File: src/rtl/proc_reset_step_ctrl_if.sv
// Control inputs and status outputs of the reset/step sequencer.
// The master drives the requests; the slave (sequencer) drives the status.
interface proc_reset_step_ctrl_if #(
  parameter int unsigned NUM_DOMAINS = 2,
  parameter int unsigned CNT_W       = 32
);
  logic                   soft_rst;
  logic                   run;
  logic                   halt_req;
  logic                   step;
  logic [NUM_DOMAINS-1:0] core_rst;
  logic                   core_ce;
  logic                   rst_done;
  logic [1:0]             state;
  logic                   step_ack;
  logic [CNT_W-1:0]       cycle_cnt;

  modport master (
    output soft_rst, run, halt_req, step,
    input  core_rst, core_ce, rst_done, state, step_ack, cycle_cnt
  );

  modport slave (
    input  soft_rst, run, halt_req, step,
    output core_rst, core_ce, rst_done, state, step_ack, cycle_cnt
  );
endinterface

File: src/rtl/proc_reset_step_ctrl.sv
// Clock-enable and reset sequencer for the single-cycle core: staggered
// per-domain reset release, run/halt/single-step control, enabled-cycle count.
module proc_reset_step_ctrl #(
  parameter int unsigned SYNC_STAGES = 2,
  parameter int unsigned RST_CYCLES  = 4,
  parameter int unsigned NUM_DOMAINS = 2,
  parameter int unsigned STAGGER     = 2,
  parameter int unsigned CNT_W       = 32
) (
  input  logic                  clk,
  input  logic                  Reset_n,
  proc_reset_step_ctrl_if.slave bus
);

  localparam int unsigned RC_W = $clog2(RST_CYCLES) + 1;
  localparam int unsigned SG_W = $clog2(STAGGER) + 1;
  localparam logic [NUM_DOMAINS-1:0] ALL_RST   = {NUM_DOMAINS{1'b1}};
  localparam logic [NUM_DOMAINS-1:0] FIRST_REL = {NUM_DOMAINS{1'b1}} << 1;

  typedef enum logic [1:0] {
    ST_RESET   = 2'd0,
    ST_RELEASE = 2'd1,
    ST_HALT    = 2'd2,
    ST_RUN     = 2'd3
  } state_e;

  state_e                 st;
  logic [SYNC_STAGES-1:0] sync_q;
  logic                   step_q;
  logic [RC_W-1:0]        rst_cnt;
  logic [SG_W-1:0]        stg_cnt;
  logic [NUM_DOMAINS-1:0] core_rst;
  logic                   core_ce;
  logic                   rst_done;
  logic                   step_ack;
  logic [CNT_W-1:0]       cycle_cnt;

  logic                   rst_sync;
  logic                   hold;
  logic                   step_rise;
  logic [NUM_DOMAINS-1:0] rst_shl;

  assign rst_sync  = sync_q[SYNC_STAGES-1];
  assign hold      = bus.halt_req | ~bus.run;
  assign step_rise = bus.step & ~step_q;
  assign rst_shl   = core_rst << 1;

  // Reset deassertion synchronizer; assertion stays asynchronous.
  always_ff @(posedge clk or negedge Reset_n) begin
    if (!Reset_n) sync_q <= '0;
    else          sync_q <= {sync_q[SYNC_STAGES-2:0], 1'b1};
  end

  // Step edge detector keeps tracking in every state, so a step held through RUN is not replayed.
  always_ff @(posedge clk or negedge Reset_n) begin
    if (!Reset_n) step_q <= 1'b0;
    else          step_q <= bus.step;
  end

  always_ff @(posedge clk or negedge Reset_n) begin
    if (!Reset_n) begin
      st        <= ST_RESET;
      rst_cnt   <= '0;
      stg_cnt   <= '0;
      core_rst  <= ALL_RST;
      core_ce   <= 1'b0;
      rst_done  <= 1'b0;
      step_ack  <= 1'b0;
      cycle_cnt <= '0;
    end else if (bus.soft_rst) begin
      st        <= ST_RESET;
      rst_cnt   <= '0;
      stg_cnt   <= '0;
      core_rst  <= ALL_RST;
      core_ce   <= 1'b0;
      rst_done  <= 1'b0;
      step_ack  <= 1'b0;
      cycle_cnt <= '0;
    end else begin
      step_ack <= 1'b0;
      if (core_ce) cycle_cnt <= cycle_cnt + CNT_W'(1);
      case (st)
        ST_RESET: begin
          if (!rst_sync) begin
            rst_cnt <= '0;
          end else if (rst_cnt == RC_W'(RST_CYCLES)) begin
            rst_cnt  <= '0;
            stg_cnt  <= '0;
            core_rst <= FIRST_REL;
            // A single domain is fully released on the entry edge.
            if (FIRST_REL == '0) begin
              rst_done <= 1'b1;
              core_ce  <= ~hold;
              st       <= hold ? ST_HALT : ST_RUN;
            end else begin
              st <= ST_RELEASE;
            end
          end else begin
            rst_cnt <= rst_cnt + RC_W'(1);
          end
        end
        ST_RELEASE: begin
          if (stg_cnt == SG_W'(STAGGER - 1)) begin
            stg_cnt  <= '0;
            core_rst <= rst_shl;
            if (rst_shl == '0) begin
              rst_done <= 1'b1;
              core_ce  <= ~hold;
              st       <= hold ? ST_HALT : ST_RUN;
            end
          end else begin
            stg_cnt <= stg_cnt + SG_W'(1);
          end
        end
        ST_RUN: begin
          if (hold) begin
            st      <= ST_HALT;
            core_ce <= 1'b0;
          end else begin
            core_ce <= 1'b1;
          end
        end
        ST_HALT: begin
          // Resuming run wins over a step arriving on the same edge.
          if (!hold) begin
            st      <= ST_RUN;
            core_ce <= 1'b1;
          end else if (step_rise) begin
            core_ce  <= 1'b1;
            step_ack <= 1'b1;
          end else begin
            core_ce <= 1'b0;
          end
        end
      endcase
    end
  end

  assign bus.core_rst  = core_rst;
  assign bus.core_ce   = core_ce;
  assign bus.rst_done  = rst_done;
  assign bus.state     = st;
  assign bus.step_ack  = step_ack;
  assign bus.cycle_cnt = cycle_cnt;

endmodule

File: src/flat_wrapper.sv
// flat-port wrapper written by rule: the top's interface ports become plain ports
module proc_reset_step_ctrl_flat 
#(
  parameter int unsigned SYNC_STAGES = 2,
  parameter int unsigned RST_CYCLES  = 4,
  parameter int unsigned NUM_DOMAINS = 2,
  parameter int unsigned STAGGER     = 2,
  parameter int unsigned CNT_W       = 32
)
  (clk, Reset_n, bus_soft_rst, bus_run, bus_halt_req, bus_step, bus_core_rst, bus_core_ce, bus_rst_done, bus_state, bus_step_ack, bus_cycle_cnt);
  proc_reset_step_ctrl_if #(.NUM_DOMAINS(NUM_DOMAINS), .CNT_W(CNT_W)) bus_i ();
  input  logic clk;
  input  logic Reset_n;
  input wire logic [$bits(bus_i.soft_rst)-1:0] bus_soft_rst;
  input wire logic [$bits(bus_i.run)-1:0] bus_run;
  input wire logic [$bits(bus_i.halt_req)-1:0] bus_halt_req;
  input wire logic [$bits(bus_i.step)-1:0] bus_step;
  output wire logic [$bits(bus_i.core_rst)-1:0] bus_core_rst;
  output wire logic [$bits(bus_i.core_ce)-1:0] bus_core_ce;
  output wire logic [$bits(bus_i.rst_done)-1:0] bus_rst_done;
  output wire logic [$bits(bus_i.state)-1:0] bus_state;
  output wire logic [$bits(bus_i.step_ack)-1:0] bus_step_ack;
  output wire logic [$bits(bus_i.cycle_cnt)-1:0] bus_cycle_cnt;
  assign bus_i.soft_rst = bus_soft_rst;
  assign bus_i.run = bus_run;
  assign bus_i.halt_req = bus_halt_req;
  assign bus_i.step = bus_step;
  assign bus_core_rst = bus_i.core_rst;
  assign bus_core_ce = bus_i.core_ce;
  assign bus_rst_done = bus_i.rst_done;
  assign bus_state = bus_i.state;
  assign bus_step_ack = bus_i.step_ack;
  assign bus_cycle_cnt = bus_i.cycle_cnt;
  proc_reset_step_ctrl #(.SYNC_STAGES(SYNC_STAGES), .RST_CYCLES(RST_CYCLES), .NUM_DOMAINS(NUM_DOMAINS), .STAGGER(STAGGER), .CNT_W(CNT_W)) u_core (.clk(clk), .Reset_n(Reset_n), .bus(bus_i));
endmodule
File: config.mk
export PLATFORM = sky130hd
export DESIGN_NAME = proc_reset_step_ctrl_flat
export DESIGN_NICKNAME = d
export VERILOG_FILES = /design/src/rtl/proc_reset_step_ctrl_if.sv /design/src/rtl/proc_reset_step_ctrl.sv /design/src/flat_wrapper.sv
export SDC_FILE = /design/constraint.sdc
export NUM_CORES = 1
export LEC_CHECK = 0
export CORE_ASPECT_RATIO = 1.5
export CORE_UTILIZATION = 56
export CTS_CLUSTER_SIZE = 40
export DETAILED_ROUTE_END_ITERATION = 6
export PLACE_DENSITY = 0.87
export SETUP_SLACK_MARGIN = 0.3
export SYNTH_ARGS = -nofsm -noshare
export SYNTH_HDL_FRONTEND = slang
export SYNTH_SLANG_ARGS = --single-unit
File: constraint.sdc
create_clock -name clk -period 3.2 [get_ports clk]
set_input_delay 0.32 -clock clk [delete_from_list [all_inputs] [get_ports clk]]
set_output_delay 0.32 -clock clk [all_outputs]
set_load 0.01 [all_outputs]
Word-level counts from Yosys, hierarchy flattened --
Cells that the tools add are included.
Storage, ports and cells: output and inout bits 39, bits in registers 47, input port bits 6
Cells by class: eq/ne operators 11, muxes and demuxes 39, bitwise logic cells 5, add/sub/neg operators 3, reduce and logical (&&, ||, !) cells 14
Operators with widths (count):
- 2-to-1 mux 32 bit | 2
- adder 32 x 1 -> 32 bit, second input constant | 1
- 2-to-1 mux 2 bit | 15
- != test 3 x 2 -> 1 bit, second input constant | 5
- 2-to-1 mux 1 bit | 14
- 2-to-1 mux 3 bit | 4
- nonzero test 2 bit | 5
- AND reduction 3 bit | 3
- one-hot mux 2 bit (2 select lines) | 2
- one-hot mux 2 bit (4 select lines) | 1
- AND reduction 6 bit | 1
- equality test 2 x 1 -> 1 bit, second input constant | 2
- equality test 2 bit, second input constant | 2
- logical NOT 2 bit | 2
- AND reduction 4 bit | 1
- nonzero test 4 bit | 1
- adder 3 x 1 -> 3 bit, second input constant | 1
- equality test 3 bit, second input constant | 1
- != test 3 bit, second input constant | 1
- inverter 1 bit | 3
- one-hot mux 1 bit (3 select lines) | 1
- nonzero test 3 bit | 1
- adder 2 x 1 -> 2 bit, second input constant | 1
- bitwise AND 1 bit | 1
- OR 1 bit | 1

Logic depth before layout (Yosys ltp) --
depth in word-level cells 7, gate-level depth with buffers 7, gate-level depth less buffers 6

Worst setup path before layout --
OpenSTA, ideal clock, no wires.
path kind register to register, start point register u_core.core_ce (netlist: u_core.bus.core_ce), end point register u_core.cycle_cnt[31] (netlist: u_core.bus.cycle_cnt[31]), arrival 1882 ps, setup slack 1193 ps, period minus slack after synthesis 2007 ps, library setup time 125 ps, cell stages (with the launch flop) 7, cells stage by stage dfrtp_1 buf_2 o211ai_1 or4_1 buf_2 nor4_1 mux2_2
On the way: cells in the longest elaborated chain, start to end 1
RTL lines:
- start: declaration | RTL line proc_reset_step_ctrl.sv:33 | logic core_ce;
- start signal: assignment | RTL line proc_reset_step_ctrl.sv:93 | core_ce <= ~hold;
- start signal: assignment | RTL line proc_reset_step_ctrl.sv:108 | core_ce <= ~hold;
- nonzero test 2 bit (no source line)
- end signal: assignment | RTL line proc_reset_step_ctrl.sv:81 | if (core_ce) cycle_cnt <= cycle_cnt + CNT_W'(1);
- end: declaration | RTL line proc_reset_step_ctrl.sv:36 | logic [CNT_W-1:0] cycle_cnt;
No other way between the ends. A chain may end at the register's enable or synchronous reset.

Worst setup path in the final report --
Same ends and word-level chain as after synthesis.

==> reports/results.env <==
OUTCOME='completed'
FINAL_MAX_SLEW_VIOL_COUNT=0
PERIOD_MINUS_SLACK_NS=2.35
FINAL_NETS=295
HORIZ_DIE_DIM_UM=55.0
GLOBAL_ROUTE_WIRE_LENGTH_BEFORE_REPAIR_UM=8140
UTILIZATION=0.729
WORST_SETUP_HOLD_PATH_CLK_SLEW_NS=0.09
TRITONCTS_CLOCK_TREE='done'
CP_SLOWEST_STAGE_DELAY_NS=0.75
CRITICAL_PATH_CLASS='reg -> reg'
CLOCK_SINK_COUNT=47
ANTENNA_FOUND_INITIAL=0
SEQ_AREA_FRAC_SYNTH=0.500
FP.DIEAREA_SQ_MM=0.00448
DRV.MAX_CAP_VIOLATION_COUNT=0
CLK_LATENCY_NS=0.30
WIRE_PER_INST_UM=15.1
NETLIST_AREA_SQ_MM=0.00236
CTS_BUFFERS=5
POWER.INTERNAL_uW=843
H-TREE-DEPTH=2
SYN-NUM-NETS=254
TOTAL_ROUTED_LENGTH_UM=5030
GP_CONGESTION=0.811
SETUP_TNS_NS=0
VIA_PER_INST=6.06
FINAL_COMMON_CELL='dfrtp_1'
LARGEST_NET_DEGREE_AT_THE_START_OF_GLOBAL_ROUTING=48
FINAL_CELL_MIX='dfrtp_1 (45), clkdlybuf4s50_1 (43), nor2_1 (25), a21oi_1 (23), nand2_1 (15)'
PWR-SHARE-CLK=0.407
WORST_EP_ARRIVAL_TIME_NS=2.54
ANTENNA_CELLS_INSERTED=0
SLEW_HEADROOM=0.328
SYNTH_AREA_PER_CELL_SQ_UM=9.62
SYNTH_ASYNC_SR_FLOP_SHARE=1.00
CRITICAL_PATH_S_SLOWEST_CELL='or4_1'
OVERFLOW=0
WORSTPATHBUFFERINVERTERCOUNT=0
CRITICAL_PATH.REG2REG.ENDPOINT='u_core.bus.cycle_cnt[31]$_DFFE_PN0P_'
PIN_COUNT=45
CP_CELL_SEQUENCE='o211ai_1 > or4_1 > nor4_1 > mux2_2'
POWER.IR.VDD_WORST_mV=0.334
MAXCLOCKFREQUENCY_GHz=0.425
POWER_FRAC_COMB=0.036
SEQ_POWER_SHARE=0.557
CRITPATHCAPTURETYPE='register'
POST_DP_CELL_AREA_SQ_MM=0.00280
CRIT_FANOUT=17
TOTAL_OF_FLIP_FLOPS_PLUS_LATCHES_AFTER_SYNTHESIS=47
IO_BUFFERS=44
FINAL_LAYOUT_SIZE_SUFFIX_GT1_FRAC=0.0767
OVERALL_FRACTION_OF_GLOBAL_ROUTE_TRACKS_IN_USE=0.249
FIRST_GLOBAL_VIAS=1838
DRT_DRC_VIOLATIONS_LEFT=0
HEIGHT_OF_THE_CHIP_UM=81.4
TIMING.REG2REG.SETUP_SLACK_NS=0.85
ENDPOINTS_FAILING_HOLD=0
HOLD_SLACK_NS=0.177
FINALINSTANCEAREA_SQ_MM=0.00291
ROUTED-VIA-COUNT=2013
CRIT_PATH_START_KIND='register'
POWER_LEAKAGE_nW=1.12
DRT-INITIAL-DRC-COUNT=91
TIMING.REG2REG.WORST_PATH_DEPTH=4
PLACE_HPWL_UM=3390
SYNTH_CELL_TYPES=43
POWER.DENSITY_mW_PER_MM2=371
FINAL.PERIOD_UTILIZATION=0.735
POSTCTSSETUPBUFFERS=0
TOTALPOWERFINAL_mW=1.08
AREA.GROWTH.SYNTH_TO_FINAL_PCT=23.6
CP_DELAY_BY_FAMILY_TOP='simple AND/OR/NAND/NOR gates'
POST_SYNTH_INST_COUNT=245
RESIZED_GATES_AFTER_CTS=0
N_FILL_CELL=311
SYNTH-EDFF-COUNT=0
RSZ0062_AT_GRT='no'
CLK_PATH_BUF_DEPTH=2
INITIAL_UTILIZATION=0.590
WORST_CASE_CLOCK_SKEW_NS=0.00847
POST_CTS_HOLD_BUFFER_COUNT=0
SWITCHING_POWER_uW=237
SYNTH-WARNING-COUNT=0
YS_FLOP_TYPE='dfrtp_1'
NETSWITCHINGFRACTION=0.220
FIRST_PASS_ITERS=4
MIN_PATH_TYPE='in -> async'
ROW_COUNT=28
R2R-START='u_core.bus.core_ce$_DFFE_PN0P_'
ROUTE.ANTENNA.REMAINING_NETS=0
SETUP-VIOLATIONS-FINAL=0
SLEW_AT_THE_PIN_WITH_THE_WORST_MAX_SLEW_SLACK_NS=1.01
CTS.ROOT.BUFFER_CELL='clkbuf_8'
WORST_ENDPOINT_REQUIRED_TIME_NS=3.39
CORE_AREA_SQ_MM=0.00399
[power by group through the flow]
stage	Clock, mW	Sequential [mW]	Combinational, mW
2_1_floorplan	0	0.613	0.0171
3_3_place_gp	0	0.613	0.0400
3_5_place_dp	0	0.613	0.0405
4_1_cts	0.450	0.601	0.0406
5_1_grt	0.465	0.602	0.0449
6_report	0.440	0.601	0.0391
[registers in the layout (all words and copies together), names as in the netlist]
name,count
u_core.bus.cycle_cnt,32
u_core.sync_q,2
u_core.bus.step_ack,1
u_core.bus.rst_done,1
u_core.stg_cnt,2
u_core.bus.state,2
u_core.step_q,1
u_core.rst_cnt,3
u_core.bus.core_ce,1
u_core.bus.core_rst,2
[cells by family (layout without fill, tap and decap cells)]
kind of cell,Yosys count,after routing,share of synthesized area
simple gates,106,106,0.254
mux,3,3,0.0133
buf+inv,21,63,0.0393
xor+xnor,11,11,0.0409
fa+ha+maj,3,3,0.0159
other cells,1,1,0.00159
flops,47,47,0.500
compound gates,53,53,0.134
[worst max-delay path by stage]
stage | startpoint | endpoint | slack, ns | cells after the start
after global routing | u_core.bus.core_ce$_DFFE_PN0P_ | u_core.bus.cycle_cnt[31]$_DFFE_PN0P_ | 0.78 | 4
final | u_core.bus.core_ce$_DFFE_PN0P_ | u_core.bus.cycle_cnt[31]$_DFFE_PN0P_ | 0.85 | 4
after floorplan | u_core.bus.core_ce$_DFFE_PN0P_ | u_core.bus.cycle_cnt[31]$_DFFE_PN0P_ | 1.19 | 6
after CTS | u_core.bus.core_ce$_DFFE_PN0P_ | u_core.bus.cycle_cnt[31]$_DFFE_PN0P_ | 0.87 | 4
after global placement | bus_soft_rst | u_core.bus.cycle_cnt[31]$_DFFE_PN0P_ | 0.69 | 5
after detailed placement | bus_soft_rst | u_core.bus.cycle_cnt[31]$_DFFE_PN0P_ | 0.65 | 5
[synthesized netlist by cell type (2+ instances only)]
library cell,n,share of area
clkbuf_1,6,0.0096
nor4_1,6,0.016
buf_2,2,0.0042
dfrtp_1,45,0.48
nor3b_1,4,0.013
nor2_1,25,0.040
inv_1,10,0.016
or4_1,11,0.035
nand2_1,15,0.024
xnor2_1,8,0.030
mux2i_1,2,0.0085
nand3_1,9,0.019
o21ai_0,11,0.023
ha_1,3,0.016
or3_1,5,0.013
xor2_1,3,0.011
nor3_1,3,0.0064
dfstp_2,2,0.022
o31ai_1,10,0.032
a21oi_1,23,0.049
a21o_1,2,0.0064
nor2b_1,2,0.0053
and4_1,3,0.011
nand4_1,11,0.029
or3_2,3,0.0096
or2_2,4,0.011
[routing by layer]
metal	wire length, um	GRT usage	vias to the layer above	part of all wire
met5	0	0	-	0
met1	2150	0.304	978	0.43
met4	80	0.0875	0	0.016
met3	203	0.0426	7	0.040
met2	2590	0.429	48	0.52
li1	-	-	980	-
[through the flow]
step / instances / setup slack [ns]
6_report: 332 / 0.849
5_1_grt: 332 / 0.775
4_1_cts: 332 / 0.872
3_5_place_dp: 324 / 0.647
3_3_place_gp: 324 / 0.690
2_1_floorplan: 245 / 1.19
[area by class of cell]
type                            instances  area [sq um]  share of cell area
Sequential cell                        47          1180               0.405
Multi-Input combinational cell        177          1080               0.372
Timing Repair Buffer                   45           443               0.152
Clock buffer                            5          68.8              0.0236
Tap cell                               45          56.3              0.0193
Clock inverter                          3          43.8              0.0150
Inverter                               10          37.5              0.0129
Power figures use the tool's default switching activity.
